File: src/rtl/tdm_demux4.sv
// Receive end of a 4-slot TDM link: rebuilds channels A..D from the serial word stream
// and presents each complete frame as a held output set with a one-cycle valid strobe.
module tdm_demux4 #(
    parameter int unsigned WIDTH = 8,
    parameter int unsigned CNT_W = 8
) (
    input  logic             clock,
    input  logic             reset_n,
    input  logic [WIDTH-1:0] in_data,
    input  logic             in_valid,
    input  logic             in_sof,
    output logic [WIDTH-1:0] out_A,
    output logic [WIDTH-1:0] out_B,
    output logic [WIDTH-1:0] out_C,
    output logic [WIDTH-1:0] out_D,
    output logic             out_valid,
    output logic             frame_err,
    output logic [1:0]       slot,
    output logic [CNT_W-1:0] frame_cnt
);

    typedef enum logic {HUNT, RECV} state_t;

    state_t           state_q, state_d;
    logic [1:0]       slot_d;
    logic [WIDTH-1:0] stage0_q, stage1_q, stage2_q;
    logic [WIDTH-1:0] stage0_d, stage1_d, stage2_d;
    logic [WIDTH-1:0] out_a_d, out_b_d, out_c_d, out_d_d;
    logic             out_valid_d, frame_err_d;
    logic [CNT_W-1:0] frame_cnt_d;

    // State, staging and output registers
    always_ff @(posedge clock or negedge reset_n) begin
        if (!reset_n) begin
            state_q   <= HUNT;
            slot      <= 2'd0;
            stage0_q  <= '0;
            stage1_q  <= '0;
            stage2_q  <= '0;
            out_A     <= '0;
            out_B     <= '0;
            out_C     <= '0;
            out_D     <= '0;
            out_valid <= 1'b0;
            frame_err <= 1'b0;
            frame_cnt <= '0;
        end else begin
            state_q   <= state_d;
            slot      <= slot_d;
            stage0_q  <= stage0_d;
            stage1_q  <= stage1_d;
            stage2_q  <= stage2_d;
            out_A     <= out_a_d;
            out_B     <= out_b_d;
            out_C     <= out_c_d;
            out_D     <= out_d_d;
            out_valid <= out_valid_d;
            frame_err <= frame_err_d;
            frame_cnt <= frame_cnt_d;
        end
    end

    // Next-state and output logic; idle cycles only clear the pulses
    always_comb begin
        state_d     = state_q;
        slot_d      = slot;
        stage0_d    = stage0_q;
        stage1_d    = stage1_q;
        stage2_d    = stage2_q;
        out_a_d     = out_A;
        out_b_d     = out_B;
        out_c_d     = out_C;
        out_d_d     = out_D;
        out_valid_d = 1'b0;
        frame_err_d = 1'b0;
        frame_cnt_d = frame_cnt;

        if (in_valid) begin
            case (state_q)
                HUNT: begin
                    if (in_sof) begin
                        stage0_d = in_data;
                        slot_d   = 2'd1;
                        state_d  = RECV;
                    end
                end
                RECV: begin
                    if (in_sof) begin
                        // Early SOF: abort the partial frame, restart with this word
                        frame_err_d = 1'b1;
                        stage0_d    = in_data;
                        slot_d      = 2'd1;
                    end else begin
                        case (slot)
                            2'd1: begin
                                stage1_d = in_data;
                                slot_d   = 2'd2;
                            end
                            2'd2: begin
                                stage2_d = in_data;
                                slot_d   = 2'd3;
                            end
                            default: begin
                                // Slot 3 commits; channel D bypasses staging
                                out_a_d     = stage0_q;
                                out_b_d     = stage1_q;
                                out_c_d     = stage2_q;
                                out_d_d     = in_data;
                                out_valid_d = 1'b1;
                                frame_cnt_d = frame_cnt + CNT_W'(1);
                                slot_d      = 2'd0;
                                state_d     = HUNT;
                            end
                        endcase
                    end
                end
                default: state_d = HUNT;
            endcase
        end
    end

endmodule

File: config.mk
export PLATFORM = sky130hd
export DESIGN_NAME = tdm_demux4
export DESIGN_NICKNAME = d
export VERILOG_FILES = /design/src/rtl/tdm_demux4.sv
export SDC_FILE = /design/constraint.sdc
export NUM_CORES = 1
export LEC_CHECK = 0
export ABC_AREA = 1
export BUFFER_PORTS_ARGS = -buffer_cell sky130_fd_sc_hd__buf_2
export CAP_MARGIN = 20
export CORE_MARGIN = 5
export CORE_UTILIZATION = 43
export CTS_CLUSTER_DIAMETER = 60
export DETAILED_ROUTE_END_ITERATION = 8
export SLEW_MARGIN = 10
export SYNTH_ARGS = -nofsm -noshare
export SYNTH_HDL_FRONTEND = slang
export SYNTH_SLANG_ARGS = --single-unit
File: constraint.sdc
create_clock -name clock -period 2 [get_ports clock]
set_input_delay 0.2 -clock clock [delete_from_list [all_inputs] [get_ports clock]]
set_output_delay 0.2 -clock clock [all_outputs]
set_load 0.05 [all_outputs]
Word level (Yosys, flattened, before mapping)
Cells that the tools add are included.
Widths: inputs -> output; s select.

storage, ports and cells
  output and inout bits = 44
  register bits = 69

cells by class
  bitwise operators = 3
  mux-type cells = 15
  equality and inequality tests = 3
  reduce and logical (&&, ||, !) cells = 6
  add/subtract/negate cells = 1

operators by type and width
  operator             number
  $reduce_and 4->1     3
  $mux 1               9
  $add 8x1->8 const B  1
  $mux 8               1
  $pmux 2 s2           2
  $mux 2               2
  $reduce_and 2->1     2
  $not 1->1            3
  $eq 2x1->1 const B   1
  $eq 2x2->1 const B   1
  $ne 2x2->1 const B   1
  $pmux 1 s2           1
  $reduce_or 2->1      1

Longest topological paths before layout
Gate-level depths: netlist (run 1).

  depth in word-level cells = 6
  mapped depth = 8

Least setup slack after synthesis (run 1)
Ideal clock, no wire load.

  kind = reg-to-reg
  start point = reg slot[0]
  end point = reg out_A[5]
  required time = 1881 ps
  buffers on the path = 1
  data arrival time = 1646 ps
  setup slack = 235 ps
  cell stages (with the launch flop) = 9
  path through = dfrtp_1 inv_1 ha_1 nand2_2 nor2_8 inv_2 buf_4 nand2_1 nand2_1

on the way
  word-level cells in the longest chain between the ends = 4
  elaborated cells on any way between the ends = 5
  classes of those cells = eq/ne: 2; bitwise: 1; reduce/logical: 2

ends and longest elaborated chain
  what                                      line  source
  start: declaration                        18    output logic [1:0] slot,
  start signal: assignment                  49    slot <= slot_d;
  $eq 2x2->1 or $eq 2x1->1 (tied branches)  94    case (slot)
  $reduce_or 2->1 (no line) *               --
  $not 1->1 (no line) *                     --
  $reduce_and 4->1 (no line) *              --
  end signal: assignment                    53    out_A <= out_a_d;
  end: declaration                          12    output logic [WIDTH-1:0] out_A,

Mark *: on every way between the ends. The rest lies on a longest branch, timed or not.
A chain may end at the register's enable or synchronous reset.

Final worst setup path (run 1)
  start point = reg slot[0]
  end point = reg frame_cnt[4]

on the way
  word-level cells in the longest chain between the ends = 4
  elaborated cells on any way between the ends = 5
  classes of those cells = eq/ne: 2; bitwise: 1; reduce/logical: 2

ends and longest elaborated chain
  what                                      line  source
  $eq 2x2->1 or $eq 2x1->1 (tied branches)  94
  $reduce_or 2->1 (no line) *               --
  $not 1->1 (no line) *                     --
  $reduce_and 4->1 (no line) *              --
  end signal: assignment                    59    frame_cnt <= frame_cnt_d;
  end: declaration                          19    output logic [CNT_W-1:0] frame_cnt

Marked as above.

==> metrics.sh, run 1 <==
SYNTH.FF_LATCH_COUNT=69
CORE_SQ_MM=0.006314
MAXCLOCKFREQUENCY_GHz=0.5736
FINAL.SETUP_SKEW_PS=7.996
PIN_COUNT_OF_THE_BIGGEST_NET_ENTERING_GLOBAL_ROUTING=49
SYNTHMUXAREASHARE=0
AREAGROWTHSYNTHTOFINISH_PCT=19.93
MAX_SLEW_MARGIN=0.5863
CTS_SETUP_BUFFERS=0
RR_WORST_DEPTH=7
FLOORPLAN.ROWS=29
WIRE_PER_INST_MICRONS=13.09
NUMPORTBUFFERS=55
YOSYS.AREA_SHARE.ADDER=0.01346
GRT_ANTENNA_BEFORE_REPAIR=0
DIEWIDTH_MICRONS=90.52
FIRST_GLOBAL_VIAS=1955
CRIT_PATH_END_KIND='flop'
IO_PINS=56
DRT_FIRST_PASS_ITERS=4
AREA_FRACTION_OF_THE_DOMINANT_CELL_TYPE_AFTER_SYNTHESIS=0.6194
WORST_IR_DROP_VDD_mV=1.067
CTSLONGESTPATHBUFFERS=2
ANTENNA_CELLS_INSERTED=0
CLOCK_SINKS=69
NETLIST_AREA_SQ_MM=0.002788
GRT_USE_TOTAL=0.1455
WORST_ENDPOINT_REQUIRED_TIME_PS=2220
GRT_PASS1_WL_MICRONS=9501
TOTAL_PLACED_CELLS_INCLUDING_TAP_CELLS=411
WORSTHOLDPATHTYPE='in2reg'
STARTPOINT_TYPE='flop'
CTS_ROOT_BUFFER='sky130_fd_sc_hd__clkbuf_8'
MIN_PERIOD_PS=1743
DRT_ITER0_DRC=113
NUMBER_OF_WARNINGS_ISSUED_BY_YOSYS=0
ROUTE.VIAS.TOTAL=1989
COMPOUND_GATE_FRACTION_OF_SYNTH_AREA=0.07361
MOST-COMMON-LAYOUT-CELLS='sky130_fd_sc_hd__nand2_1, sky130_fd_sc_hd__dfrtp_1, sky130_fd_sc_hd__buf_2, sky130_fd_sc_hd__inv_1, sky130_fd_sc_hd__o21ai_0'
CTS_HOLD_BUF=1
RUN_STATUS='completed'
FINAL_NET_COUNT=361
SYNTHDOMINANTAREACELLTYPE='sky130_fd_sc_hd__dfrtp_1'
SLEW_AT_THE_PIN_CLOSEST_TO_ITS_MAX_SLEW_LIMIT_PS=619.1
POWER_LEAKAGE_nW=1.841
CRITICAL_PATH_ARRIVAL_PS=1960
TIMING.MAX_CAP.VIOLATIONS=0
CTS_RESIZED=0
TOTAL_CTS_BUFFERS=9
LAYOUT_COMMONEST_CELL='sky130_fd_sc_hd__nand2_1'
ROUTABILITYCONGESTION=0.7049
TIMING.FINAL.CRIT_SHARE=0.8717
SYNTHESIS.INSTANCES=287
FIN_CELLS=428
GRT-OVFL-TOTAL=0
CELLPOWERDENSITY_mW_PER_MM2=1720
FIN_TNS_SETUP_PS=0
DRCVIOLATIONCOUNT=0
SYNTHXORXNORAREAFRAC=0.01257
SYNTHTOPCELLSBYAREA='sky130_fd_sc_hd__dfrtp_1, sky130_fd_sc_hd__nand2_1, sky130_fd_sc_hd__o21ai_0'
N_FILL_CELL=595
WORSTSETUPPATHTYPE='reg2reg'
DIE_HEIGHT_MICRONS=90.52
ANT_NETS=0
HOLDPATHSTAGES=2
HOLD_VIOLATIONS=0
H_TREE_LEVEL_COUNT=3
RSZ0062_AT_GRT='no'
TRITONCTS='built'
ROUTE.FINAL.WIRE_LENGTH_MICRONS=5604
INITIAL_UTILIZATION=0.4415
POST_ROUTE_CELLS_DRIVE_ABOVE_1_SHARE=0.2564
SEQUENTIAL_FRACTION_OF_THE_SYNTHESIS_AREA=0.6194
WORSTSKEWPAIRLATENCY_PS=340
YOSYS.AREA_SHARE.SIMPLE=0.2132
SYNTH_TOP_FAMILY_BY_AREA='simple AND/OR/NAND/NOR gates'
POST_DRT_VIA_CELL_RATIO=4.647
SYNTH.NET_COUNT=302
SYN_AVG_CELL_AREA_SQ_UM=9.713
POST_SYNTH_NUM_CELL_TYPES=22
DETAILED_PLACE_HPWL_MICRONS=3851
CLK_PIN_SLEW_WORST_PATHS_PS=70
FLOORPLAN.DIE_AREA_SQ_MM=0.008193
MAXSLEWVIOLCOUNT=0
MULTI_INPUT_COMB_AREA_SQ_UM=872.1
SETUP-VIOLATIONS-FINAL=0
REGAREA_SQ_MM=0.001727
WORST-PATH-MAX-FANOUT=24
## registers in the layout, summed over array words and instances, names as in the netlist
register and count:
frame_cnt 8, out_A 8, out_B 8, out_C 8, out_D 8, stage0_q 8
stage1_q 8, stage2_q 8, slot 2, frame_err 1, out_valid 1, state_q 1
## cell families (layout without fill, tap and decap cells)
| group | count (synthesis) | count (layout) |
|---|---|---|
| AND/OR/NAND/NOR | 142 | 142 |
| flip-flops | 69 | 69 |
| buffers and inverters | 35 | 99 |
| AO/OA/AOI/OAI | 34 | 34 |
| XOR/XNOR | 4 | 4 |
| adder cells (fa/ha/maj) | 3 | 3 |
## Yosys cell counts
cell                         n
sky130_fd_sc_hd__nand2_2     2
sky130_fd_sc_hd__nor2_8      1
sky130_fd_sc_hd__nand4_1     3
sky130_fd_sc_hd__nand3_4     2
sky130_fd_sc_hd__buf_6       6
sky130_fd_sc_hd__xnor2_1     3
sky130_fd_sc_hd__ha_1        3
sky130_fd_sc_hd__o21ai_1     4
sky130_fd_sc_hd__nand3_1     4
sky130_fd_sc_hd__nand2_1   126
sky130_fd_sc_hd__o21ai_2     8
sky130_fd_sc_hd__clkinv_2    1
sky130_fd_sc_hd__inv_1      21
sky130_fd_sc_hd__o21ai_0    20
sky130_fd_sc_hd__dfrtp_1    69
sky130_fd_sc_hd__inv_2       2
sky130_fd_sc_hd__o31ai_1     1
sky130_fd_sc_hd__buf_4       3
sky130_fd_sc_hd__nor2_1      4
sky130_fd_sc_hd__xor2_1      1
sky130_fd_sc_hd__clkbuf_1    2
sky130_fd_sc_hd__o211ai_1    1
## final cells by class
class                           instances  share of cell area
Sequential cell                        69              0.5165
Multi-Input combinational cell        183              0.2609
Timing Repair Buffer                   59             0.09955
Clock buffer                           10             0.04117
Tap cell                               77             0.02882
Inverter                               24             0.02732
Clock inverter                          6             0.02582
## stage by stage
stage | hold WS (ps) | cell area [sq um] | utilization | worst slack [ps] | power [mW]
floorplan | -95.59 | 2788 | - | 235.0 | 4.002
global placement | 212.9 | 3109 | 0.4925 | 328.7 | 4.512
detailed placement | 214.8 | 3109 | 0.4925 | 251.8 | 4.559
CTS | 71.08 | 3343 | 0.5295 | 239.1 | 5.831
global route | 84.97 | 3343 | 0.5295 | 99.12 | 6.085
finish | 83.55 | 3343 | 0.5295 | 256.6 | 5.752
## layer usage
layer / track usage / routed length (microns) / vias to the layer above / share of wire
met4: 0.07816 / 80 / 0 / 0.014
met2: 0.2337 / 2740 / 45 / 0.49
met5: 0 / 0 / - / 0
met1: 0.1827 / 2537 / 926 / 0.45
met3: 0.03083 / 245 / 7 / 0.044
li1: - / - / 1011 / -
## path summary, 6_finish.rpt
path / start / slack [ps] / end
max reg2reg: slot[0] / 260 / frame_cnt[4]
max in group asynchronous: reset_n / 990 / out_B[0]
min in group asynchronous: reset_n / 370 / out_A[3]
min reg2reg: out_B[0] / 470 / out_B[0]
min: in_sof / 80 / slot[1]
max: slot[0] / 260 / frame_cnt[4]
## power breakdown
| group | internal [mW] | switching (mW) | total [mW] |
|---|---|---|---|
| Sequential | 1.88 | 0.284 | 2.16 |
| Combinational | 0.544 | 1.79 | 2.33 |
| Clock | 0.733 | 0.523 | 1.26 |
| Total | 3.16 | 2.59 | 5.75 |
## worst max-delay path: stages, from the launching register on
cell and delay (ps):
sky130_fd_sc_hd__dfrtp_1 380, sky130_fd_sc_hd__inv_1 70, sky130_fd_sc_hd__ha_1 320, sky130_fd_sc_hd__nand2_2 100, sky130_fd_sc_hd__nor2_8 190, sky130_fd_sc_hd__buf_4 300
sky130_fd_sc_hd__nand2_1 100, sky130_fd_sc_hd__xnor2_1 140
Power figures use the tool's default switching activity.
==> run 2: changes to the inputs <==
==> constraint.sdc (replaced) <==
create_clock -name clock -period 1.9 [get_ports clock]
set_input_delay 0.19 -clock clock [delete_from_list [all_inputs] [get_ports clock]]
set_output_delay 0.19 -clock clock [all_outputs]
set_load 0.05 [all_outputs]
==> metrics.sh, run 2 (synthesis gave the netlist of run 1 again) <==
RUN_STATUS='completed'
MULTI_INPUT_COMB_AREA_SQ_UM=872.1  # unchanged
ANT_NETS=0  # unchanged
CTSLONGESTPATHBUFFERS=2  # unchanged
POWER.SEQUENTIAL.FRACTION=0.391  # +0.015
SLEW_AT_THE_PIN_CLOSEST_TO_ITS_MAX_SLEW_LIMIT_PS=640.4  # +21.24 ps
CORE_SQ_MM=0.006314  # unchanged
RSZ0062_AT_GRT='no'
GRT_USE_TOTAL=0.1503  # +0.004841
CLK_PIN_SLEW_WORST_PATHS_PS=70  # about the same
REGAREA_SQ_MM=0.001727  # unchanged
P_SWITCHING_mW=2.694  # +3.8%
WORST-PATH-MAX-FANOUT=24  # unchanged
IO_PINS=56  # unchanged
FLOORPLAN.DIE_AREA_SQ_MM=0.008193  # unchanged
DRT_FIRST_PASS_ITERS=4  # unchanged
CRIT_PATH_END_KIND='flop'
DIE_HEIGHT_MICRONS=90.52  # unchanged
MAXSLEWVIOLCOUNT=0  # unchanged
GROUTE.LAYER.MET1.USAGE=0.1900  # +0.007311
TRITONCTS='built'
HOLD_VIOLATIONS=0  # unchanged
TOTAL_CTS_BUFFERS=9  # unchanged
CTS_SETUP_BUFFERS=0  # unchanged
GRT_ANTENNA_BEFORE_REPAIR=0  # unchanged
WORSTSETUPPATHTYPE='reg2reg'
TIMING.FINAL.CRIT_SHARE=0.8434  # -0.02832
FINAL.SETUP_SKEW_PS=5.860  # -2.135 ps
P_INT_mW=3.135  # -0.70%
AREAGROWTHSYNTHTOFINISH_PCT=19.25
FINAL_NET_COUNT=363  # +0.55%
GLOBALROUTEMET2UTIL=0.2361  # +0.002421
POST_DRT_VIA_CELL_RATIO=4.713  # +1.4%
POST_ROUTE_CELLS_DRIVE_ABOVE_1_SHARE=0.2528  # -0.003569
DRCVIOLATIONCOUNT=0  # unchanged
ROUTE.VIAS.TOTAL=2022  # +1.7%
FIRST_GLOBAL_VIAS=2036  # +4.1%
SLOWEST_STAGE='sky130_fd_sc_hd__dfrtp_1'
CP_SLOWEST_STAGE_DELAY_PS=370  # about the same
H_TREE_LEVEL_COUNT=3  # unchanged
NUMPORTBUFFERS=55  # unchanged
MAXCLOCKFREQUENCY_GHz=0.6241  # +8.8%
SHARE_CLK_OF_TOTAL_POWER=0.185  # -0.033
CRITICAL_PATH_ARRIVAL_PS=1820  # -140 ps
SETUP-VIOLATIONS-FINAL=0  # unchanged
CTS_ROOT_BUFFER='sky130_fd_sc_hd__clkbuf_8'
ROUTE.FINAL.WIRE_LENGTH_MICRONS=5711  # +1.9%
CELLPOWERDENSITY_mW_PER_MM2=1753  # +1.9%
MET3_USAGE=0.04583  # +0.01500
CRIT_PATH_CELL_TRACE='inv_1 -> ha_1 -> nand2_2 -> nor2_8 -> buf_4 -> nand2_1 -> xnor2_1'
MIN_PERIOD_PS=1602  # -141.0 ps
PIN_COUNT_OF_THE_BIGGEST_NET_ENTERING_GLOBAL_ROUTING=32  # -35%
WORST_ENDPOINT_REQUIRED_TIME_PS=2110  # -110 ps
WORSTSKEWPAIRLATENCY_PS=340  # about the same
TIMING.MAX_CAP.VIOLATIONS=0  # unchanged
CTS_HOLD_BUF=1  # unchanged
POWER.SWITCHING_FRACTION=0.4622  # +0.01110
STARTPOINT_TYPE='flop'
WIRE_PER_INST_MICRONS=13.31  # +1.7%
CTS_RESIZED=0  # unchanged
WORSTHOLDPATHTYPE='in2reg'
POST-LAYOUT-TOTAL-POWER_mW=5.829  # +1.3%
MOST-COMMON-LAYOUT-CELLS='sky130_fd_sc_hd__nand2_1, sky130_fd_sc_hd__dfrtp_1, sky130_fd_sc_hd__buf_2, sky130_fd_sc_hd__inv_1, sky130_fd_sc_hd__o21ai_0'
GRT-BUSIEST-LAYER='met2'
FLOORPLAN.ROWS=29  # unchanged
DIEWIDTH_MICRONS=90.52  # unchanged
GRT_PASS1_WL_MICRONS=9832  # +3.5%
INITIAL_UTILIZATION=0.4415  # unchanged
WORST_IR_DROP_VDD_mV=0.7696  # -28%
LAYOUT_COMMONEST_CELL='sky130_fd_sc_hd__nand2_1'
DRT_ITER0_DRC=110  # -2.7%
DETAILED_PLACE_HPWL_MICRONS=3999  # +3.8%
ROUTABILITYCONGESTION=0.7001  # -0.68%
N_FILL_CELL=609  # +2.4%
POWER_LEAKAGE_nW=1.836  # -0.27%
FIN_TNS_SETUP_PS=0  # unchanged
CLOCK_SINKS=69  # unchanged
GRT-OVFL-TOTAL=0  # unchanged
PWR-SHARE-COMB=0.424  # +0.019
MAX_SLEW_MARGIN=0.5721  # -0.01420
ANTENNA_CELLS_INSERTED=0  # unchanged
run 2: cell types whose count changed in the layout (fill, tap and decap cells not counted), sizes merged:
cell and delta:
clkinv -2, buf +2, bufinv -2, clkbuf +4, clkinvlp -1
run 2: metrics by stage:
step	cell area [sq um]	std cells	hold slack (ps)	utilization	setup slack (ps)
2_1_floorplan	2788	287	-105.6	-	135.0
3_3_place_gp	3137	413	204.8	0.4968	358.3
3_5_place_dp	3137	413	209.9	0.4968	299.9
4_1_cts	3324	429	79.64	0.5266	287.2
5_1_grt	3324	429	70.51	0.5266	149.6
6_report	3324	429	93.52	0.5266	297.6
run 2: path summary, 6_finish.rpt:
check	start	end	slack [ps]	cells after the start
min in group asynchronous	reset_n	frame_cnt[7]	380	2
min	in_sof	slot[1]	90	2
min reg2reg	out_A[5]	out_A[5]	470	2
max in group asynchronous	reset_n	out_B[4]	980	3
max	slot[0]	frame_cnt[4]	300	7
max reg2reg	slot[0]	frame_cnt[4]	300	7
run 2: worst max-delay path: cells and delay by family (launching register included):
family / cells / cell delay, ps
AND/OR/NAND/NOR: 3 / 310
XOR/XNOR: 1 / 140
flip-flops: 1 / 370
adder cells (fa/ha/maj): 1 / 320
buffers and inverters: 2 / 330
run 2: layer usage:
metal  part of all wire  vias up
li1                   -     1017
met1               0.46      954
met2               0.48       43
met3              0.046        8
met4              0.017        0
met5                  0        -
run 2: area by class of cell:
class                   count  share of cell area
multi-input cells         183              0.2623
well taps                  77             0.02898
clock inverters             1            0.001505
clock buffers              14             0.05194
repair buffers             61              0.1084
flip-flops and latches     69              0.5194
inverters                  24             0.02747
run 2: power by group through the flow:
stage / combinational, mW / sequential (mW) / clock (mW)
2_1_floorplan: 0.732 / 3.48 / 0
3_3_place_gp: 2.47 / 2.30 / 0
3_5_place_dp: 2.51 / 2.31 / 0
4_1_cts: 2.51 / 2.28 / 1.11
5_1_grt: 2.67 / 2.35 / 1.17
6_report: 2.47 / 2.28 / 1.08
==> run 3: changes to the inputs <==
--- a/config.mk
+++ b/config.mk
@@ -12,6 +12,7 @@
 export CORE_UTILIZATION = 43
 export CTS_CLUSTER_DIAMETER = 60
 export DETAILED_ROUTE_END_ITERATION = 8
+export PLACE_DENSITY = 0.67
 export SLEW_MARGIN = 10
 export SYNTH_ARGS = -nofsm -noshare
 export SYNTH_HDL_FRONTEND = slang
==> constraint.sdc (replaced) <==
create_clock -name clock -period 1.3 [get_ports clock]
set_input_delay 0.13 -clock clock [delete_from_list [all_inputs] [get_ports clock]]
set_output_delay 0.13 -clock clock [all_outputs]
set_load 0.05 [all_outputs]
==> metrics.sh, run 3 (synthesis gave the netlist of run 1 again) <==
POST-LAYOUT-TOTAL-POWER_mW=9.208  # +58%
TIMING.FINAL.CRIT_SHARE=1.046  # +0.2030
WORST_SLACK_SETUP_FINAL_PS=-60.29  # -357.9 ps
CTSLONGESTPATHBUFFERS=2  # unchanged
POST_DRT_VIA_CELL_RATIO=4.667  # -0.97%
RSZ0062_AT_GRT='yes'
CLOCK_SINKS=69  # unchanged
SLOWEST_STAGE='sky130_fd_sc_hd__dfrtp_2'
IO_PINS=56  # unchanged
TOTAL_CTS_BUFFERS=9  # unchanged
STARTPOINT_OF_THE_MOST_CRITICAL_REGISTER_TO_REGISTER_PATH='slot[1]'
TIMING.MAX_CAP.VIOLATIONS=0  # unchanged
CLK_PIN_SLEW_WORST_PATHS_PS=70  # about the same
LAYOUT_COMMONEST_CELL='sky130_fd_sc_hd__nand2_1'
ROUTE.FINAL.WIRE_LENGTH_MICRONS=5760  # +0.86%
HOLD_START='in_valid'
CRITICAL_PATH.TOP_DELAY_FAMILY='flip-flops'
POST_ROUTE_CELLS_DRIVE_ABOVE_1_SHARE=0.3233  # +0.07045
GRT_USE_TOTAL=0.1535  # +0.003149
MIN_PERIOD_PS=1360  # -242.1 ps
ROUTE.VIAS.TOTAL=2063  # +2.0%
DETAILED_PLACE_HPWL_MICRONS=3670  # -8.2%
DIEWIDTH_MICRONS=90.52  # unchanged
MOST-COMMON-LAYOUT-CELLS='sky130_fd_sc_hd__nand2_1, sky130_fd_sc_hd__dfrtp_1, sky130_fd_sc_hd__buf_2, sky130_fd_sc_hd__inv_1, sky130_fd_sc_hd__o21ai_0'
CRITICAL_PATH_ARRIVAL_PS=1580  # -240 ps
FIRST_GLOBAL_VIAS=2036  # unchanged
WORST_IR_DROP_VDD_mV=1.459  # +90%
CRIT_PATH_END_KIND='flop'
WORSTHOLDPATHTYPE='in2reg'
POWER.SEQUENTIAL.FRACTION=0.363  # -0.028
NUMPORTBUFFERS=55  # unchanged
CORE_SQ_MM=0.006314  # unchanged
ANTENNA_CELLS_INSERTED=0  # unchanged
H_TREE_LEVEL_COUNT=3  # unchanged
FLOORPLAN.DIE_AREA_SQ_MM=0.008193  # unchanged
HOLDPATHSTAGES=4  # +2
WORST_ENDPOINT_REQUIRED_TIME_PS=1520  # -590 ps
INITIAL_UTILIZATION=0.4415  # unchanged
MAXCLOCKFREQUENCY_GHz=0.7351  # +18%
RR_WORST_DEPTH=6  # -1
P_INT_mW=5.074  # +62%
TOTAL_PLACED_CELLS_INCLUDING_TAP_CELLS=416  # +0.73%
HOLD_VIOLATIONS=0  # unchanged
FINAL_NET_COUNT=375  # +3.3%
FAILING_CHECKS='setup timing'
SETUP-VIOLATIONS-FINAL=41  # +41
SHARE_CLK_OF_TOTAL_POWER=0.212  # +0.027
ROUTABILITYCONGESTION=0.7660  # +9.4%
DIE_HEIGHT_MICRONS=90.52  # unchanged
WORST-PATH-MAX-FANOUT=11  # -54%
WORSTSETUPPATHTYPE='reg2reg'
STARTPOINT_TYPE='flop'
SLEW_AT_THE_PIN_CLOSEST_TO_ITS_MAX_SLEW_LIMIT_PS=360.6  # -279.8 ps
DRT_ITER0_DRC=83  # -25%
FIN_CELLS=442  # +3.0%
POWER_LEAKAGE_nW=1.930  # +5.1%
GRT_PASS1_WL_MICRONS=9949  # +1.2%
FLOORPLAN.ROWS=29  # unchanged
PIN_COUNT_OF_THE_BIGGEST_NET_ENTERING_GLOBAL_ROUTING=70  # +120%
AREAGROWTHSYNTHTOFINISH_PCT=27.02
DRCVIOLATIONCOUNT=0  # unchanged
MULTI_INPUT_COMB_AREA_SQ_UM=929.6  # +6.6%
CRIT_BUF_INV=1  # -1
RUN_STATUS='complete, but fails checks'
MAXSLEWVIOLCOUNT=0  # unchanged
WIRE_PER_INST_MICRONS=13.03  # -2.1%
CTS_ROOT_BUFFER='sky130_fd_sc_hd__clkbuf_8'
FINAL.HOLD.WORST_SLACK_PS=69.98  # -23.54 ps
CELLPOWERDENSITY_mW_PER_MM2=2600  # +48%
FINAL.SETUP_SKEW_PS=6.201  # +0.3402 ps
DRT_FIRST_PASS_ITERS=4  # unchanged
REGAREA_SQ_MM=0.001729  # +0.14%
P_SWITCHING_mW=4.134  # +53%
WORSTSKEWPAIRLATENCY_PS=350  # about the same
MAX_SLEW_MARGIN=0.7596  # +0.1876
GRT_ANTENNA_BEFORE_REPAIR=0  # unchanged
WORST-R2R-SETUP-SLACK_PS=-60  # -360 ps
PWR-SHARE-COMB=0.425  # about the same
MIN_TO='state_q'
TRITONCTS='built'
WORSTREG2REGEND='frame_cnt[3]'
CRIT_PATH_CELL_TRACE='ha_4 -> nand2_4 -> nor2_8 -> buf_12 -> nand2_1 -> xnor2_1'
N_FILL_CELL=580  # -4.8%
FINAL_CORE_UTIL=0.5608  # +0.03428
GRT-OVFL-TOTAL=0  # unchanged
ANT_NETS=0  # unchanged
CP_SLOWEST_STAGE_DELAY_PS=430  # +60 ps
POWER.SWITCHING_FRACTION=0.4489  # -0.01331
## run 3: layout make-up
| cell class | count | area share |
|---|---|---|
| clock inverter | 6 | 0.02438 |
| clock buffer | 10 | 0.03887 |
| timing repair buffer | 72 | 0.1269 |
| inverter | 24 | 0.02933 |
| sequential | 69 | 0.4883 |
| timing repair inverter | 1 | 0.002473 |
| tap | 77 | 0.02721 |
| multi-input combinational | 183 | 0.2625 |
## run 3: worst reg2reg max path: stages, from the launching register on
cell	delay (ps)
sky130_fd_sc_hd__dfrtp_2	430
sky130_fd_sc_hd__ha_4	280
sky130_fd_sc_hd__nand2_4	60
sky130_fd_sc_hd__nor2_8	120
sky130_fd_sc_hd__buf_12	140
sky130_fd_sc_hd__nand2_1	70
sky130_fd_sc_hd__xnor2_1	150
## run 3: worst max path at each step
stage                   endpoint    start  depth (start not counted)
detailed placement      out_D[0]  slot[0]                          7
CTS                 frame_cnt[3]  slot[1]                          6
global route            out_A[4]  slot[1]                          7
global placement        out_D[0]  slot[0]                          7
floorplan               out_D[1]  slot[0]                          8
finish              frame_cnt[3]  slot[1]                          6
## run 3: power by group through the flow
| stage | Sequential [mW] | Clock, mW | Combinational, mW |
|---|---|---|---|
| after floorplan | 5.12 | 0 | 1.16 |
| after global placement | 3.37 | 0 | 3.75 |
| after detailed placement | 3.38 | 0 | 3.80 |
| after CTS | 3.35 | 1.99 | 3.92 |
| after global routing | 3.45 | 2.11 | 4.21 |
| final | 3.34 | 1.95 | 3.91 |
## run 3: what timing repair did
action	4_1_cts	5_1_grt
cloned	1	0
setup buffers	6	1
pin swaps	1	1
setup endpoints to repair	39	48
hold buffers	2	0
hold endpoints to repair	70	0
resized for setup	8	5
## run 3: metrics by stage
stage | TNS [ps] | cell area (sq um) | setup WS [ps]
4_1_cts | -1518 | 3517 | -64.07
3_5_place_dp | -3692 | 3187 | -136.9
6_report | -1263 | 3541 | -60.29
2_1_floorplan | -8983 | 2835 | -246.0
3_3_place_gp | -2811 | 3187 | -110.9
5_1_grt | -4113 | 3541 | -137.1
## run 3: per-layer routing
layer	vias to the layer above	wire length [microns]	GRT usage
met5	-	0	0
met4	0	95	0.08189
met3	11	314	0.04000
met2	50	2852	0.2439
met1	958	2498	0.1904
li1	1044	-	-
